`src/rtl/session_timeout_ctrl.sv`:
```
`default_nettype none
// ============================================================================
//  Module   : session_timeout_ctrl
//  Purpose  : ATM session sequencer (card insert, PIN, menu, transaction,
//             card eject) with one shared per-phase inactivity counter.
//  Revision : 1.0  initial release
// ============================================================================
module session_timeout_ctrl #(
   parameter int               CNT_W         = 32,
   parameter logic [CNT_W-1:0] T_PIN         = 32'd30000000,
   parameter logic [CNT_W-1:0] T_MENU        = 32'd30000000,
   parameter logic [CNT_W-1:0] T_TXN         = 32'd60000000,
   parameter logic [CNT_W-1:0] T_EJECT       = 32'd20000000,
   parameter int               MAX_PIN_TRIES = 3
) (
   input  logic       clk,
   input  logic       rst,
   input  logic       card_in,
   input  logic       key_activity,
   input  logic       pin_enter,
   input  logic       pin_ok,
   input  logic       txn_sel,
   input  logic       txn_done,
   input  logic       cancel,
   output logic [2:0] state,
   output logic       session_active,
   output logic       eject_card,
   output logic       card_retain,
   output logic       timeout_pulse,
   output logic [1:0] pin_tries_left
);

   localparam logic [1:0] c_max_tries = MAX_PIN_TRIES[1:0];

   typedef enum logic [2:0] {
      S_IDLE  = 3'd0,
      S_PIN   = 3'd1,
      S_MENU  = 3'd2,
      S_TXN   = 3'd3,
      S_EJECT = 3'd4
   } state_t;

   state_t           r_state;
   logic [CNT_W-1:0] r_cnt;
   logic [CNT_W-1:0] w_limit;
   logic             w_timeout;

   assign state = r_state;

   // Select the inactivity limit of the current phase; timeout fires on its last cycle.
   always_comb begin
      w_limit = T_PIN;
      case (r_state)
         S_PIN:   w_limit = T_PIN;
         S_MENU:  w_limit = T_MENU;
         S_TXN:   w_limit = T_TXN;
         S_EJECT: w_limit = T_EJECT;
         default: w_limit = T_PIN;
      endcase
      w_timeout = (r_state != S_IDLE) && (r_cnt == (w_limit - CNT_W'(1)));
   end

   // Session FSM: prioritised event handling, counter reload, registered outputs.
   always_ff @(posedge clk or posedge rst) begin
      if (rst) begin
         r_state        <= S_IDLE;
         r_cnt          <= '0;
         pin_tries_left <= c_max_tries;
         session_active <= 1'b0;
         eject_card     <= 1'b0;
         card_retain    <= 1'b0;
         timeout_pulse  <= 1'b0;
      end else begin
         card_retain   <= 1'b0;
         timeout_pulse <= 1'b0;
         r_cnt         <= r_cnt + CNT_W'(1);
         case (r_state)
            S_IDLE: begin
               r_cnt <= '0;
               if (card_in) begin
                  r_state        <= S_PIN;
                  pin_tries_left <= c_max_tries;
                  session_active <= 1'b1;
               end
            end
            S_PIN: begin
               if (!card_in) begin
                  r_state        <= S_IDLE;
                  r_cnt          <= '0;
                  session_active <= 1'b0;
               end else if (cancel) begin
                  r_state        <= S_EJECT;
                  r_cnt          <= '0;
                  session_active <= 1'b0;
                  eject_card     <= 1'b1;
               end else if (pin_enter) begin
                  r_cnt <= '0;
                  if (pin_ok) begin
                     r_state <= S_MENU;
                  end else begin
                     pin_tries_left <= pin_tries_left - 2'd1;
                     // Last attempt burned: the card is swallowed, no eject phase.
                     if (pin_tries_left == 2'd1) begin
                        r_state        <= S_IDLE;
                        session_active <= 1'b0;
                        card_retain    <= 1'b1;
                     end
                  end
               end else if (w_timeout) begin
                  r_state        <= S_EJECT;
                  r_cnt          <= '0;
                  session_active <= 1'b0;
                  eject_card     <= 1'b1;
                  timeout_pulse  <= 1'b1;
               end else if (key_activity) begin
                  r_cnt <= '0;
               end
            end
            S_MENU: begin
               if (!card_in) begin
                  r_state        <= S_IDLE;
                  r_cnt          <= '0;
                  session_active <= 1'b0;
               end else if (cancel) begin
                  r_state        <= S_EJECT;
                  r_cnt          <= '0;
                  session_active <= 1'b0;
                  eject_card     <= 1'b1;
               end else if (txn_sel) begin
                  r_state <= S_TXN;
                  r_cnt   <= '0;
               end else if (w_timeout) begin
                  r_state        <= S_EJECT;
                  r_cnt          <= '0;
                  session_active <= 1'b0;
                  eject_card     <= 1'b1;
                  timeout_pulse  <= 1'b1;
               end else if (key_activity) begin
                  r_cnt <= '0;
               end
            end
            S_TXN: begin
               // cancel is deliberately not decoded: the datapath runs to completion.
               if (!card_in) begin
                  r_state        <= S_IDLE;
                  r_cnt          <= '0;
                  session_active <= 1'b0;
               end else if (txn_done) begin
                  r_state <= S_MENU;
                  r_cnt   <= '0;
               end else if (w_timeout) begin
                  r_state        <= S_EJECT;
                  r_cnt          <= '0;
                  session_active <= 1'b0;
                  eject_card     <= 1'b1;
                  timeout_pulse  <= 1'b1;
               end
            end
            S_EJECT: begin
               if (!card_in) begin
                  r_state    <= S_IDLE;
                  r_cnt      <= '0;
                  eject_card <= 1'b0;
               end else if (w_timeout) begin
                  r_state       <= S_IDLE;
                  r_cnt         <= '0;
                  eject_card    <= 1'b0;
                  card_retain   <= 1'b1;
                  timeout_pulse <= 1'b1;
               end
            end
            default: begin
               r_state        <= S_IDLE;
               r_cnt          <= '0;
               session_active <= 1'b0;
               eject_card     <= 1'b0;
            end
         endcase
      end
   end

endmodule
`default_nettype wire

```
`config.mk`:
```
export PLATFORM = sky130hd
export DESIGN_NAME = session_timeout_ctrl
export DESIGN_NICKNAME = d
export VERILOG_FILES = /design/src/rtl/session_timeout_ctrl.sv
export SDC_FILE = /design/constraint.sdc
export NUM_CORES = 1
export LEC_CHECK = 0
export ABC_CLOCK_PERIOD_IN_PS = 3200
export CAP_MARGIN = 10
export CORE_AREA = 2 2 100 102
export CTS_CLUSTER_DIAMETER = 60
export DETAILED_ROUTE_END_ITERATION = 8
export DIE_AREA = 0 0 102 104
export GPL_TIMING_DRIVEN = 0
export HOLD_SLACK_MARGIN = 0.02
export PLACE_DENSITY = 0.47
export SLEW_MARGIN = 0
export SYNTH_ARGS = -nofsm -noshare
export SYNTH_HDL_FRONTEND = slang
export SYNTH_SLANG_ARGS = --single-unit
```
`constraint.sdc`:
```
create_clock -name clk -period 3.2 [get_ports clk]
set_input_delay 0.8 -clock clk [delete_from_list [all_inputs] [get_ports clk]]
set_output_delay 0.8 -clock clk [all_outputs]
set_load 0.005 [all_outputs]
```
== Word-level counts from Yosys, hierarchy flattened ==
Cells that the tools add are included.

* Bits in registers: 41
* Input port bits: 9
* Output and inout port bits: 9
* Word-level logic and storage cells: 119

* $add $sub $neg: 3
* Equal/unequal tests: 22
* Muxes and demuxes: 77
* Bitwise operators: 2
* Reduce and logical (&&, ||, !) cells: 8

{| class="wikitable"
|+ Operator list
! cell !! number
|-
| two-way mux 32 bit || 12
|-
| one-hot mux 32 bit (4 select lines) || 1
|-
| one-hot mux 26 bit (2 select lines) || 1
|-
| two-way mux 3 bit || 14
|-
| two-way mux 1 bit || 38
|-
| adder 32 x 1 -> 32 bit, second input constant || 1
|-
| equality test 32 bit || 1
|-
| subtractor 32 x 1 -> 32 bit, second input constant || 1
|-
| inequality test 2 bit, second input constant || 8
|-
| one-hot mux 3 bit (5 select lines) || 1
|-
| inequality test 3 bit, second input constant || 4
|-
| AND reduction 6 bit || 2
|-
| two-way mux 2 bit || 5
|-
| inequality test 5 bit, second input constant || 2
|-
| one-hot mux 1 bit (5 select lines) || 2
|-
| AND reduction 8 bit || 1
|-
| equality test 3 x 2 -> 1 bit, second input constant || 2
|-
| inequality test 6 bit, second input constant || 1
|-
| inequality test 4 bit, second input constant || 1
|-
| one-hot mux 1 bit (4 select lines) || 1
|-
| one-hot mux 2 bit (2 select lines) || 1
|-
| equality test 3 x 1 -> 1 bit, second input constant || 1
|-
| equality test 3 bit, second input constant || 1
|-
| zero test 3 bit || 1
|-
| 8 further kinds || 9
|}

== Logic depth before layout (Yosys ltp) ==
* Depth in word-level cells: 10
* Mapped depth: 8
* Gate-level depth less buffers: 7

== Worst setup path after synthesis ==
No wires, ideal clock.

* Path kind: register to register
* From: reg r_state[1], in the netlist state[1]
* To: reg eject_card
* Library setup time: 0.087 ns
* Arrival time: 2.250 ns
* Required time: 3.113 ns
* Path slack: 0.864 ns
* Cell stages (with the launch flop): 8
* Buffers on the path: 1
* Period minus slack after synthesis: 2.336 ns
* Path through: dfrtp_1 -> buf_6 -> or3b_4 -> or4_4 -> a22oi_4 -> nand2_4 -> or4_1 -> o211ai_1

* Longest elaborated chain between the ends: 10
* Elaborated cells between the ends (all ways): 29
* Classes of those cells: add/sub (1); eq/ne (12); mux (11); bitwise (1); reduce/logical (4)

{| class="wikitable"
|+ Ends and longest elaborated chain
! item !! line !! text
|-
| start, declared || 43 || <nowiki>state_t r_state;</nowiki>
|-
| start signal, assigned || 66 || <nowiki>r_state <= S_IDLE;</nowiki>
|-
| start signal, assigned || 81 || <nowiki>r_state <= S_PIN;</nowiki>
|-
| start signal, assigned || 88 || <nowiki>r_state <= S_IDLE;</nowiki>
|-
| equality test 3 bit or equality test 3 x 2 -> 1 bit (tied branches) || 53, 77 ||
|-
| one-hot mux 26 bit (2 select lines) || 53 || <nowiki>case (r_state)</nowiki>
|-
| subtractor 32 x 1 -> 32 bit || 60 || <nowiki>w_timeout = (r_state != S_IDLE) && (r_cnt == (w_limit - CNT_W'(1)));</nowiki>
|-
| equality test 32 bit || 60 ||
|-
| logical AND 1 bit || 60 ||
|-
| two-way mux 1 bit || -- ||
|-
| two-way mux 1 bit (on tied branches) (3 in a row) || -- ||
|-
| one-hot mux 1 bit (5 select lines) || 77 || <nowiki>case (r_state)</nowiki>
|-
| end signal, assigned || 70 || <nowiki>eject_card <= 1'b0;</nowiki>
|-
| end signal, assigned || 95 || <nowiki>eject_card <= 1'b1;</nowiki>
|-
| end signal, assigned || 113 || <nowiki>eject_card <= 1'b1;</nowiki>
|-
| end, declared || 27 || <nowiki>output logic eject_card,</nowiki>
|}

Parallel ways exist; a longest one is shown, timed or not. The select of a mux whose other input is x is not followed.
A chain may end at the register's enable or synchronous reset.

== Final worst setup path ==
* From: reg r_state[1], in the netlist state[1]
* To: reg r_cnt[19]

* Longest elaborated chain between the ends: 10
* Elaborated cells between the ends (all ways): 21
* Classes of those cells: add/sub (1); eq/ne (5); mux (13); reduce/logical (2)

{| class="wikitable"
|+ Ends and longest elaborated chain
! item !! line !! text
|-
| equality test 3 bit or equality test 3 x 2 -> 1 bit (tied branches) || 53, 77 ||
|-
| one-hot mux 26 bit (2 select lines) || 53 ||
|-
| subtractor 32 x 1 -> 32 bit || 60 ||
|-
| equality test 32 bit || 60 ||
|-
| logical AND 1 bit || 60 ||
|-
| two-way mux 32 bit || 132 || <nowiki>end else if (w_timeout) begin</nowiki>
|-
| two-way mux 32 bit (on tied branches) || 129, 96 ||
|-
| two-way mux 32 bit (on tied branches) || 124, 91 ||
|-
| two-way mux 32 bit (on tied branches) || 120, 87 ||
|-
| one-hot mux 32 bit (4 select lines) (*) || 77 ||
|-
| end signal, assigned || 76 || <nowiki>r_cnt <= r_cnt + CNT_W'(1);</nowiki>
|-
| end, declared || 44 || <nowiki>logic [CNT_W-1:0] r_cnt;</nowiki>
|}

Mark *: on every way between the ends. The rest lies on a longest branch, timed or not.

==> summary.md <==
| Metric | Value |
|---|---|
| Status | finished clean |
| Final Wtd Congestion | between 0.8 and 0.9 |
| Vias in the first global route | 1,867 |
| Number of clock buffers inserted by TritonCTS | 5 |
| Clk Latency, worst-skew pair | 0.29 ns |
| Grt ovf | 0 |
| CTS tree | built |
| Switching part of the total | 24.2% |
| Global-route wire length before repair | a little over 9000 um |
| Area after DPL | between 2000 and 3000 um2 |
| Clock network power share | about two fifths |
| Period Utilization, post-route | 81.1% |
| DRT Wirelength | between 5000 and 6000 um |
| Post-Syn Instances | 258 |
| Pin count of the biggest net entering global routing | 23 |
| Setup bufs post-CTS | 0 |
| DIE WIDTH | around 100 um |
| Worst r2r src | state[1] |
| WL/cell | between 10 and 15 um |
| TritonCTS Sinks | 41 |
| Routing usage on met2 | 16.0% |
| Final Net Count | 293 |
| RSZ-0062 raised after global routing | false |
| Sequential group share of total power | 49.7% |
| Area occupied by multi-input gates | between 1000 and 1500 um2 |
| Fillers | ~1,100 |
| Slew @ Worst Pin | 0.813 ns |
| Area grow syn2layout | 19.9% |
| H-tree depth | 2 |
| Remaining antenna violation count after routing | 0 |
| # diodes | 0 |
| Final min period | between 2 and 3 ns |
| CTS Root Cell | clkbuf_8 |
| Drt first pass iters | 4 |
| DRC viols | 0 |
| Die Y-Extent | between 100 and 150 um |
| Worst Path Required | 3.38 ns |
| Io pins | 18 |
| VDD IR max | 154 uV |
| Critical hold path startpoint | r_cnt[0] |
| M1 GR Usage | 16.0% |
| P per Cell Area | 388 nW/um2 |
| Mapped cell area | 2340 um2 |
| Yosys reg bits | a little over 40 |
| Yosys warning count | 0 |
| Clock Skew | 0.00684 ns |
| Hold WC Path Type | register to register |
| Top post-synthesis cells by area | dfrtp_1, xor2_1, nor2_1, nand2_1, nand3_1 |
| Core Box Area | around 9500 um2 |
| Critical Path AT | 2.77 ns |
| Combinational power share | 11.7% |
| Synth top area share | 41.7% |
| PostCTS Resize Cnt | 0 |
| Initial Util | 24.5% |
| Final setup fails | 0 |
| Final Slew Violations | 0 |
| CP endpoint kind | register |
| Setup TNS | 0 ns |
| Async S/R FF share, synth | 100% |
| Cell taking the most area after synthesis | dfrtp_1 |
| Vias per cell | approximately 4.6 |
| Worst setup SP type | register |
| Final hold vios | 0 |
| Crit path largest cell delay | around 0.5 ns |
| Post-CTS Hold Buffers | 0 |
| Via Count | 1,894 |
| Syn nets | 269 |
| Post-synthesis average cell area | ~9 um2 |
| Register area | ~1000 um2 |
| Busiest grt layer | met2 |
| Sw Pwr | 0.264 mW |
| Worst-path maximum fanout | 10 |
| Grt met3 use | 1.81% |
| Post-synth EDFFs | 0 |
| Die area | ~11,000 um2 |
| Max stage delay cell, worst path | or4_4 |
| # rows | 36 |
| CP Class | register to register |
| Pleak | 1.05 nW |
| Finished Cell Area | 2800 um2 |
| Seq/Total Area, Yosys | 44.0% |
| Core Util, Final | 29.4% |
| Number of port buffers | 16 |
| Int Pwr | slightly above 0.8 mW |
| Drt first-iter violations | 110 |
| R2R setup slack | between 0.6 and 0.7 ns |
| Hold_ws | between 0.5 and 0.6 ns |
| Worst-path clk slew | ~0.09 ns |
| Yosys cell types | 53 |
| Layout cells sized above 1 | 8.48% |
| Worst setup startpoint | state[1] |
| Rel. slew slack | between 40% and 50% |
| Max-cap violation count | 0 |
| Max Freq | between 300 and 400 MHz |
| Total GRT Usage | 10.9% |
| Ys flop type | dfrtp_1 |
| Initial antenna violation count | 0 |
| Hpwl dp | 4020 um |
| Max Root-Sink Buffers | 2 |
| CP cell instances | buf_6 -> or3b_4 -> or4_4 -> a22oi_4 -> nand2_1 -> o211ai_1 -> buf_2 -> nor2_1 |
-- synthesized netlist by cell type (3+ instances only) --
master / instances
nand2b_1: 6
nor2_1: 51
xor2_1: 24
and2_1: 3
nor2b_1: 3
nand3_1: 14
a21oi_1: 4
nor3_1: 7
and4_1: 3
xnor2_1: 7
nand4_1: 10
clkbuf_1: 4
o21ai_0: 5
o211ai_1: 3
nor4_1: 3
buf_2: 3
or2_2: 3
dfrtp_1: 39
nand2_1: 19
inv_1: 7
-- cell type report --
class / instances / area share (%)
Multi-Input combinational cell: 201 / 44.2
Clock buffer: 6 / 2.59
Sequential cell: 41 / 36.7
Tap cell: 133 / 5.93
Timing Repair Buffer: 17 / 6.69
Inverter: 7 / 0.937
Clock inverter: 2 / 1.38
Buffer: 9 / 1.61
-- cells in the final DEF, fill, tap and decap left out, drive strengths merged, types with 2 or more instances in the layout --
master          n
a211oi          2
a21oi           4
a22oi           2
and2            3
and3            2
and4            3
buf             6
clkbuf         10
clkdlybuf4s50  16
dfrtp          39
dfstp           2
ha              2
inv             7
nand2          20
nand2b          6
nand3          14
nand4          10
nor2           51
nor2b           3
nor3            7
nor4            3
nor4bb          2
o211ai          3
o21ai           5
o311ai          2
or2             3
or3b            2
or4             3
xnor2           7
xor2           24
-- cells by family after synthesis --
logic type / after synthesis / synth area share (%)
xor gates and xnor gates: 31 / 11.6
DFF: 41 / 44.0
muxes: 2 / 0.910
adders and majority gates: 2 / 1.07
AOI/OAI and AO/OA: 27 / 8.51
and+or+nand+nor: 139 / 30.9
buffers and inverters: 16 / 3.05
-- metal layers --
metal | wire, um | share of wire, %
met1 | 2660 | 50
met2 | 2450 | 46
met3 | 169 | 3.2
met4 | 88 | 1.6
met5 | 0 | 0
-- registers in the layout (all words and copies together) (netlist names) --
| name | flops |
|---|---|
| r_cnt | 32 |
| state | 3 |
| pin_tries_left | 2 |
| card_retain | 1 |
| eject_card | 1 |
| session_active | 1 |
| timeout_pulse | 1 |
-- stage by stage --
step / worst slack, ns / power [mW] / instances
6_report: 0.604 / 1.09 / 416
5_1_grt: 0.407 / 1.15 / 416
4_1_cts: 0.573 / 1.12 / 416
3_5_place_dp: 0.421 / 0.681 / 408
3_3_place_gp: 0.392 / 0.675 / 407
2_1_floorplan: 0.864 / 0.617 / 258
-- path summary, 6_finish.rpt --
path                                     end  cells after the start
max                                r_cnt[19]                      8
min                                 r_cnt[0]                      1
max reg2reg                        r_cnt[19]                      8
min in group asynchronous          r_cnt[21]                      2
max in group asynchronous  pin_tries_left[1]                      3
min reg2reg                         r_cnt[0]                      1
-- worst max-delay path: cells and delay by family (launching register included) --
| family | cells | cell delay (ns) |
|---|---|---|
| compound gates | 2 | 0.50 |
| buf+inv | 2 | 0.48 |
| simple gates | 4 | 1.10 |
| flops | 1 | 0.39 |
-- power groups by stage --
stage / logic [mW] / clock network (mW) / registers (mW)
after global placement: 0.123 / 0 / 0.552
after CTS: 0.129 / 0.445 / 0.542
after global routing: 0.146 / 0.462 / 0.544
after floorplan: 0.0659 / 0 / 0.551
final: 0.127 / 0.421 / 0.541
after detailed placement: 0.129 / 0 / 0.552
Power figures use the tool's default switching activity.
